--- src/rtl/dp_ram_pkg.sv ---
// Shared types and helpers for the dual-port RAM port-B arbiter.
//   boot_state_e : boot sequencer states (BOOT until the image is loaded, then RUN)
//   req_idx_t    : index of a requester (0 = core LSU, 1 = loader/debug master)
//   in_range()   : true when a byte address falls inside the RAM
package dp_ram_pkg;

  typedef enum logic {BOOT, RUN} boot_state_e;

  typedef logic req_idx_t;

  // The RAM holds 2^maxblksize 32-bit words, so it covers byte addresses
  // below 2^(maxblksize+2). Callers zero-extend their address to 64 bits.
  function automatic logic in_range(input logic [63:0] addr, input int maxblksize);
    return (addr >> (maxblksize + 2)) == 64'd0;
  endfunction

endpackage

--- src/rtl/rr_arb2.sv ---
// Two-way round-robin arbiter with a request mask.
//   clk_i, rst_ni : clock, asynchronous active-low reset
//   req[1:0]      : raw requests
//   mask[1:0]     : requests allowed to compete this cycle
//   gnt[1:0]      : one-hot (or zero) grant, combinational from req/mask/pointer
// The priority pointer names the preferred requester and flips to the other
// requester after every grant. Grants are forced to zero while in reset.
module rr_arb2
  import dp_ram_pkg::*;
(
  input  logic       clk_i,
  input  logic       rst_ni,
  input  logic [1:0] req,
  input  logic [1:0] mask,
  output logic [1:0] gnt
);

  req_idx_t   ptr;
  logic [1:0] eligible;

  assign eligible = req & mask & {2{rst_ni}};

  // NOTE: every signal written in an always_comb gets a default first, so no
  // path through the block leaves it unassigned and no latch is inferred.
  always_comb begin
    gnt = 2'b00;
    if (eligible == 2'b11) gnt[ptr] = 1'b1;
    else                   gnt = eligible;
  end

  // NOTE: state flops are updated only with non-blocking assignments so every
  // flop samples pre-edge values regardless of block ordering.
  always_ff @(posedge clk_i or negedge rst_ni) begin
    if (!rst_ni)     ptr <= 1'b0;
    else if (|gnt)   ptr <= gnt[0];  // granted 0 -> prefer 1, granted 1 -> prefer 0
  end

endmodule

--- src/rtl/dp_ram_arbiter.sv ---
// Port-B arbiter and boot sequencer for the dual-port program/data RAM.
//   clk_i, rst_ni            : clock, asynchronous active-low reset
//   req/gnt/addr/we/be/wdata : OBI-style request side of requester 0 (core LSU)
//                              and requester 1 (loader/debug master)
//   rvalid/rdata/err         : response side, one cycle after the grant
//   ram_*                    : RAM port B pins; read data returns one cycle after en
//   loader_done_i            : loader has finished writing the image (level)
//   fetch_enable_o           : releases core instruction fetch once in RUN
// In BOOT only the loader is served. The block moves to RUN once the loader
// is done, nothing is granted that cycle and no response is outstanding, and
// never returns to BOOT except through reset.
module dp_ram_arbiter
  import dp_ram_pkg::*;
#(
  parameter int ADDR_WIDTH = 22,
  parameter int MAXBLKSIZE = 17
) (
  input  logic                  clk_i,
  input  logic                  rst_ni,
  input  logic                  req0_i,
  output logic                  gnt0_o,
  input  logic [ADDR_WIDTH-1:0] addr0_i,
  input  logic                  we0_i,
  input  logic [3:0]            be0_i,
  input  logic [31:0]           wdata0_i,
  output logic                  rvalid0_o,
  output logic [31:0]           rdata0_o,
  output logic                  err0_o,
  input  logic                  req1_i,
  output logic                  gnt1_o,
  input  logic [ADDR_WIDTH-1:0] addr1_i,
  input  logic                  we1_i,
  input  logic [3:0]            be1_i,
  input  logic [31:0]           wdata1_i,
  output logic                  rvalid1_o,
  output logic [31:0]           rdata1_o,
  output logic                  err1_o,
  output logic                  ram_en_o,
  output logic                  ram_we_o,
  output logic [ADDR_WIDTH-1:0] ram_addr_o,
  output logic [3:0]            ram_be_o,
  output logic [31:0]           ram_wdata_o,
  input  logic [31:0]           ram_rdata_i,
  input  logic                  loader_done_i,
  output logic                  fetch_enable_o
);

  boot_state_e           state, state_next;
  logic [1:0]            mask, gnt;
  logic                  any_gnt;
  req_idx_t              sel;
  logic [ADDR_WIDTH-1:0] sel_addr;
  logic                  sel_we, sel_in_range;
  logic [3:0]            sel_be;
  logic [31:0]           sel_wdata;

  logic                  resp_valid, resp_err, resp_we;
  req_idx_t              resp_owner;
  logic                  resp_ok;

  // ---------------- arbitration ----------------
  assign mask = (state == BOOT) ? 2'b10 : 2'b11;

  rr_arb2 u_arb (
    .clk_i  (clk_i),
    .rst_ni (rst_ni),
    .req    ({req1_i, req0_i}),
    .mask   (mask),
    .gnt    (gnt)
  );

  assign gnt0_o  = gnt[0];
  assign gnt1_o  = gnt[1];
  assign any_gnt = |gnt;
  assign sel     = gnt[1];

  assign sel_addr  = sel ? addr1_i  : addr0_i;
  assign sel_we    = sel ? we1_i    : we0_i;
  assign sel_be    = sel ? be1_i    : be0_i;
  assign sel_wdata = sel ? wdata1_i : wdata0_i;

  assign sel_in_range = in_range({{(64-ADDR_WIDTH){1'b0}}, sel_addr}, MAXBLKSIZE);

  // Out-of-range transfers are still granted but never reach the RAM.
  assign ram_en_o    = any_gnt & sel_in_range;
  assign ram_we_o    = any_gnt & sel_we;
  assign ram_be_o    = any_gnt ? sel_be : 4'h0;
  assign ram_addr_o  = sel_addr;
  assign ram_wdata_o = sel_wdata;

  // ---------------- boot sequencer ----------------
  always_ff @(posedge clk_i or negedge rst_ni) begin
    if (!rst_ni) state <= BOOT;
    else         state <= state_next;
  end

  always_comb begin
    state_next = state;
    case (state)
      // Wait for a quiet cycle so no loader transfer straddles the switch.
      BOOT:    if (loader_done_i && !any_gnt && !resp_valid) state_next = RUN;
      RUN:     state_next = RUN;
      default: state_next = BOOT;
    endcase
  end

  assign fetch_enable_o = (state == RUN);

  // ---------------- response tracking ----------------
  always_ff @(posedge clk_i or negedge rst_ni) begin
    if (!rst_ni) begin
      resp_valid <= 1'b0;
      resp_owner <= 1'b0;
      resp_err   <= 1'b0;
      resp_we    <= 1'b0;
    end else begin
      resp_valid <= any_gnt;
      if (any_gnt) begin
        resp_owner <= sel;
        resp_err   <= ~sel_in_range;
        resp_we    <= sel_we;
      end
    end
  end

  // Only a successful read forwards RAM data; writes and errors return zero.
  assign resp_ok = resp_valid & ~resp_err & ~resp_we;

  assign rvalid0_o = resp_valid & (resp_owner == 1'b0);
  assign rvalid1_o = resp_valid & (resp_owner == 1'b1);
  assign err0_o    = rvalid0_o & resp_err;
  assign err1_o    = rvalid1_o & resp_err;
  assign rdata0_o  = (rvalid0_o & resp_ok) ? ram_rdata_i : 32'h0;
  assign rdata1_o  = (rvalid1_o & resp_ok) ? ram_rdata_i : 32'h0;

endmodule

--- config.mk ---
export PLATFORM = sky130hd
export DESIGN_NAME = dp_ram_arbiter
export DESIGN_NICKNAME = d
export VERILOG_FILES = /design/src/rtl/dp_ram_pkg.sv /design/src/rtl/rr_arb2.sv /design/src/rtl/dp_ram_arbiter.sv
export SDC_FILE = /design/constraint.sdc
export NUM_CORES = 1
export LEC_CHECK = 0
export CAP_MARGIN = 30
export CORE_AREA = 2 2 110 112
export DETAILED_ROUTE_END_ITERATION = 16
export DIE_AREA = 0 0 112 114
export DONT_BUFFER_PORTS = 1
export PLACE_DENSITY_LB_ADDON = 0.08
export SYNTH_ARGS = -nofsm -noshare
export SYNTH_HDL_FRONTEND = slang
export SYNTH_SLANG_ARGS = --single-unit
--- constraint.sdc ---
create_clock -name clk_i -period 4.5 [get_ports clk_i]
set_input_delay 0.9 -clock clk_i [delete_from_list [all_inputs] [get_ports clk_i]]
set_output_delay 0.9 -clock clk_i [all_outputs]
set_load 0.01 [all_outputs]
=== Word level (Yosys, flattened, before mapping) ===
Cells that the tools add are included.

* Bits in registers: 6
* Bits of input ports: 155
* Logic and storage cells: 46

* Magnitude comparators: 2
* Eq/ne operators: 1
* Muxes and demuxes: 13
* Bitwise logic cells: 17
* Reductions and logical operators: 7

{| class="wikitable"
|+ Operators with widths
! operator !! count
|-
| 32-bit two-way mux || 3
|-
| 64-bit zero test || 1
|-
| 22-bit two-way mux || 1
|-
| 1-bit bitwise AND || 10
|-
| 4-bit two-way mux || 2
|-
| 1-bit NOT || 5
|-
| 2-bit bitwise AND || 2
|-
| 1-bit two-way mux || 4
|-
| 1-bit logical AND || 3
|-
| 2-bit == test (second input constant) || 1
|-
| 1-bit zero test || 2
|-
| 1-bit by 2-bit < comparator with 1-bit output (second input constant) || 1
|-
| 2-bit two-way mux || 1
|-
| 1-bit one-hot mux with 2 select lines || 1
|-
| 2-bit OR reduction || 1
|-
| 1-bit demux with 1-bit select || 1
|-
| 1-bit greater-or-equal comparator (second input constant) || 1
|}

=== Logic depth before layout (Yosys ltp) ===
* Depth after elaboration: 11
* Mapped depth: 6

=== Modules after synthesis ===
From an unflattened synthesis, not the netlist that was laid out.

* Cell total of the unflattened synthesis: 171
* Area, all modules: 1495.2 sq um

{| class="wikitable"
|+ Modules (own cells, without submodules)
! module !! instances !! cells each !! area an instance (sq um) !! seq. area each (sq um)
|-
| dp_ram_arbiter || 1 || 163 || 1421.4 || 125.1
|-
| rr_arb2 || 1 || 8 || 73.8 || 25.0
|}

=== Worst setup path after synthesis ===
No wires, ideal clock.

* Kind: input -> output
* From: in req1_i
* To: out ram_addr_o[10]
* Arrival time: 1879 ps
* Required time: 3600 ps
* Slack: 1721 ps
* Cell stages on the path: 6
* Buffers on the path: 3
* Cell sequence: and2_4 > buf_6 > and2_4 > buf_12 > buf_12 > mux2_4

* Longest elaborated chain between the ends: 5

{| class="wikitable"
|+ Ends and longest elaborated chain
! element !! line !! source
|-
| start, declared || dp_ram_arbiter.sv:29 || <nowiki>input logic req1_i,</nowiki>
|-
| 2-bit bitwise AND (*) (2 in a row) || rr_arb2.sv:21 || <nowiki>assign eligible = req & mask & {2{rst_ni}};</nowiki>
|-
| 2-bit == test || rr_arb2.sv:27 || <nowiki>if (eligible == 2'b11) gnt[ptr] = 1'b1;</nowiki>
|-
| 2-bit two-way mux (*) || rr_arb2.sv:27 ||
|-
| 22-bit two-way mux (*) || dp_ram_arbiter.sv:77 || <nowiki>assign sel_addr = sel ? addr1_i : addr0_i;</nowiki>
|-
| end, declared || dp_ram_arbiter.sv:40 || <nowiki>output logic [ADDR_WIDTH-1:0] ram_addr_o,</nowiki>
|}

Every way passes the cells marked *; elsewhere a longest branch is shown, timed or not.

=== Final worst setup path ===
* From: in req1_i
* To: out ram_wdata_o[22]

* Longest elaborated chain between the ends: 5

{| class="wikitable"
|+ Ends and longest elaborated chain
! element !! line !! source
|-
| 2-bit bitwise AND (*) (2 in a row) || rr_arb2.sv:21 ||
|-
| 2-bit == test || rr_arb2.sv:27 ||
|-
| 2-bit two-way mux (*) || rr_arb2.sv:27 ||
|-
| 32-bit two-way mux (*) || dp_ram_arbiter.sv:80 || <nowiki>assign sel_wdata = sel ? wdata1_i : wdata0_i;</nowiki>
|-
| end, declared || dp_ram_arbiter.sv:42 || <nowiki>output logic [31:0] ram_wdata_o,</nowiki>
|}

Marks and branches as above.

==> impl_results.md <==
- WP buf/inv: 1
- Critical path required time: 3.60 ns
- Buffers on Ports: 0
- Initial antenna violation count: 0
- CP max stage cell: and2_4
- Syn Inst Count: 182
- Detailed Routing Iterations Pass 1: 3
- Cts repair resizes: 0
- Vias per cell: 4.264
- DIE WIDTH: 112 um
- Crit path top cell by count: and2_4
- Worst Skew: 0.0005934 ns
- Final nets: 332
- Fin crit period: 3.274 ns
- CP Max Fanout: 40
- GPL Wtd Cong: 0.7085
- Kind of critical path: in2out
- Sequential share of the synthesized area: 0.08374
- Overall Global Routing Usage: 0.08247
- Post-synth EDFFs: 0
- Synthesized Nets: 337
- DRC: 0
- Core area: 11710 sq um
- Clock Sinks: 6
- Fin crit share: 0.7276
- Synth unique cells: 29
- Clock tree from TritonCTS: yes
- Yosys warnings: 0
- CTS max path bufs: 2
- Via count: 1373
- Avg Cell Area, Syn: 9.851 sq um
- Final slew viol count: 0
- Initial core utilization: 0.1531
- Asr flop ratio synth: 1.000
- Seq pwr share: 0.172
- Worst ir drop on vdd: 135.7 uV
- Dominant synthesized flop cell: dfrtp_1
- Setup TNS: 0 ns
- Setup crit start kind: input pin
- Status: complete, no violations
- Final hold vios: 0
- Detail Placement HPWL: 5804 um
- DR iter-0 viols: 23
- Row cnt: 40
- Register bit total from synthesis: 6
- Largest net degree at the start of global routing: 41
- CP peak stage delay: 0.57 ns
- Switching part of the total: 0.3428
- Ant diodes: 0
- Chip height: 114 um
- Switching power: 0.0001414 W
- Synth-to-Final Area Change: 7.816%
- Wire per inst: 20.16 um
- Logic pwr share: 0.485
- Worst path cell trace: and2_4, and2_4, buf_4, mux2_4
- Post-route ant nets: 0
- Die area: 12770 sq um
- H-tree depth reported by CTS: 1
- P_int: 0.0002712 W
- Post-CTS setup buffers: 0
- # setup viols final: 0
- # fillers: 1313
- Final wirelength: 6491 um
- Netlist Area Pre-Place: 1793 sq um
- Crit end category: output port
- Dpl cells: 319
- Fmax: 305.4 MHz
- Least-Margin Pin Slew: 0.6683 ns
- Layout cells sized above 1: 0.3829
- HP Class: in2async
- Max_cap viols: 0
- Clk slew on worst S/H paths: 0.03 ns
- Worst skew pair latency: 0.22 ns
- Top-Level Pins: 286
- Root Buffer: clkbuf_16
- Design Power: 0.0004126 W
- First-pass GRT wire length: 8093 um
- Clock share of power: 0.343
- Gr ovfl total: 0
- Slew Limit Headroom: 0.5545
- Vias in the first global route: 1364
- Top delay family on crit path: simple AND/OR/NAND/NOR gates
- Worst path arrival time: 2.37 ns
- Hold buffer count at CTS: 0
- TritonCTS Buffers: 3
- Leak Pwr: 0.8236 nW
- Unrepaired setup endpoints after global routing: false
- Non-Filler Instances: 322
- PwrDens: 213.5 nW/um^2
-- power groups by stage --
| stage | Sequential, W | Clock (W) | Combinational [W] |
|---|---|---|---|
| after floorplan | 0.0000674 | 0 | 0.000194 |
| after global placement | 0.0000726 | 0 | 0.000205 |
| after detailed placement | 0.0000721 | 0 | 0.000203 |
| after CTS | 0.0000713 | 0.000143 | 0.000204 |
| after global routing | 0.0000728 | 0.000146 | 0.000214 |
| final | 0.0000708 | 0.000142 | 0.000200 |
-- metrics by stage --
| stage | setup slack [ns] | instance area, sq um | utilization | hold WS [ns] |
|---|---|---|---|---|
| floorplan | 1.721 | 1793 | - | 0.4895 |
| global placement | 1.245 | 1847 | 0.1577 | 0.5639 |
| detailed placement | 1.206 | 1858 | 0.1587 | 0.5422 |
| CTS | 1.202 | 1933 | 0.1651 | 0.3688 |
| global route | 1.169 | 1933 | 0.1651 | 0.3664 |
| finish | 1.226 | 1933 | 0.1651 | 0.3710 |
-- cell usage after synthesis, types with 2 or more instances --
library cell  instances  area (sq um)
nor2_1                3         11.26
mux2_1                2         22.52
o21ai_1               4         20.02
mux2_4               51         765.7
buf_6                 2         22.52
buf_12                6         120.1
clkbuf_1              6         22.52
inv_1                 2         7.510
nand2_1               6         22.52
a21oi_1               2         10.01
and2_4                2         17.52
a21o_1                2         15.01
dfrtp_1               6         150.1
and2_1               66         412.9
and3_1                2         12.51
nand3_1               7         35.03
-- state kept, by name, indices dropped and copies added (netlist names) --
name,flops
fetch_enable_o,1
resp_we,1
u_arb.ptr,1
resp_err,1
resp_valid,1
resp_owner,1
-- logic make-up after synthesis --
group | after synthesis | synth area share
DFF | 6 | 0.08374
muxes | 54 | 0.4459
AOI/OAI and AO/OA | 15 | 0.05862
buffers and inverters | 17 | 0.09840
and+or+nand+nor | 90 | 0.3133
-- layer usage --
metal,wire length [um],vias up,track usage
met4,0,0,0.007317
met3,942,0,0.03719
met2,3549,149,0.1669
li1,-,609,-
met1,1999,615,0.07918
met5,0,-,0
-- final cells by class --
type / instances / area (sq um) / area share
Clock buffer: 3 / 75.07 / 0.03884
Tap cell: 147 / 183.9 / 0.09515
Inverter: 2 / 7.507 / 0.003884
Timing Repair Buffer: 5 / 41.29 / 0.02136
Multi-Input combinational cell: 159 / 1475 / 0.7631
Sequential cell: 6 / 150.1 / 0.07767
-- worst register-to-register path: cells and delay by family (launching register included) --
kind               cells  cell delay [ns]
AOI/OAI and AO/OA      1             0.23
DFF                    1             0.48
and+or+nand+nor        2             0.75
-- path summary, 6_finish.rpt --
check | from | endpoint | slack (ns) | cells past startpoint
min in group clk_i | u_arb.ptr$_DFFE_PN0P_ | u_arb.ptr$_DFFE_PN0P_ | 0.54 | 2
max in group asynchronous | rst_ni | resp_owner$_DFFE_PN0P_ | 4.06 | 0
max | req1_i | ram_wdata_o[22] | 1.23 | 4
min reg2reg | u_arb.ptr$_DFFE_PN0P_ | u_arb.ptr$_DFFE_PN0P_ | 0.54 | 2
max reg2reg | fetch_enable_o$_DFF_PN0_ | resp_we$_DFFE_PN0P_ | 2.86 | 3
min | rst_ni | fetch_enable_o$_DFF_PN0_ | 0.37 | 0
-- layout by cell type, fill, tap and decap left out, types with 2 or more instances in the layout --
master,instances
and2_1,66
mux2_4,51
nand3_1,7
nand2_1,6
dfrtp_1,6
o21ai_1,4
buf_4,4
nor2_1,3
clkbuf_16,3
inv_1,2
a21oi_1,2
a21o_1,2
and2_4,2
and3_1,2
mux2_1,2
Power figures use the tool's default switching activity.
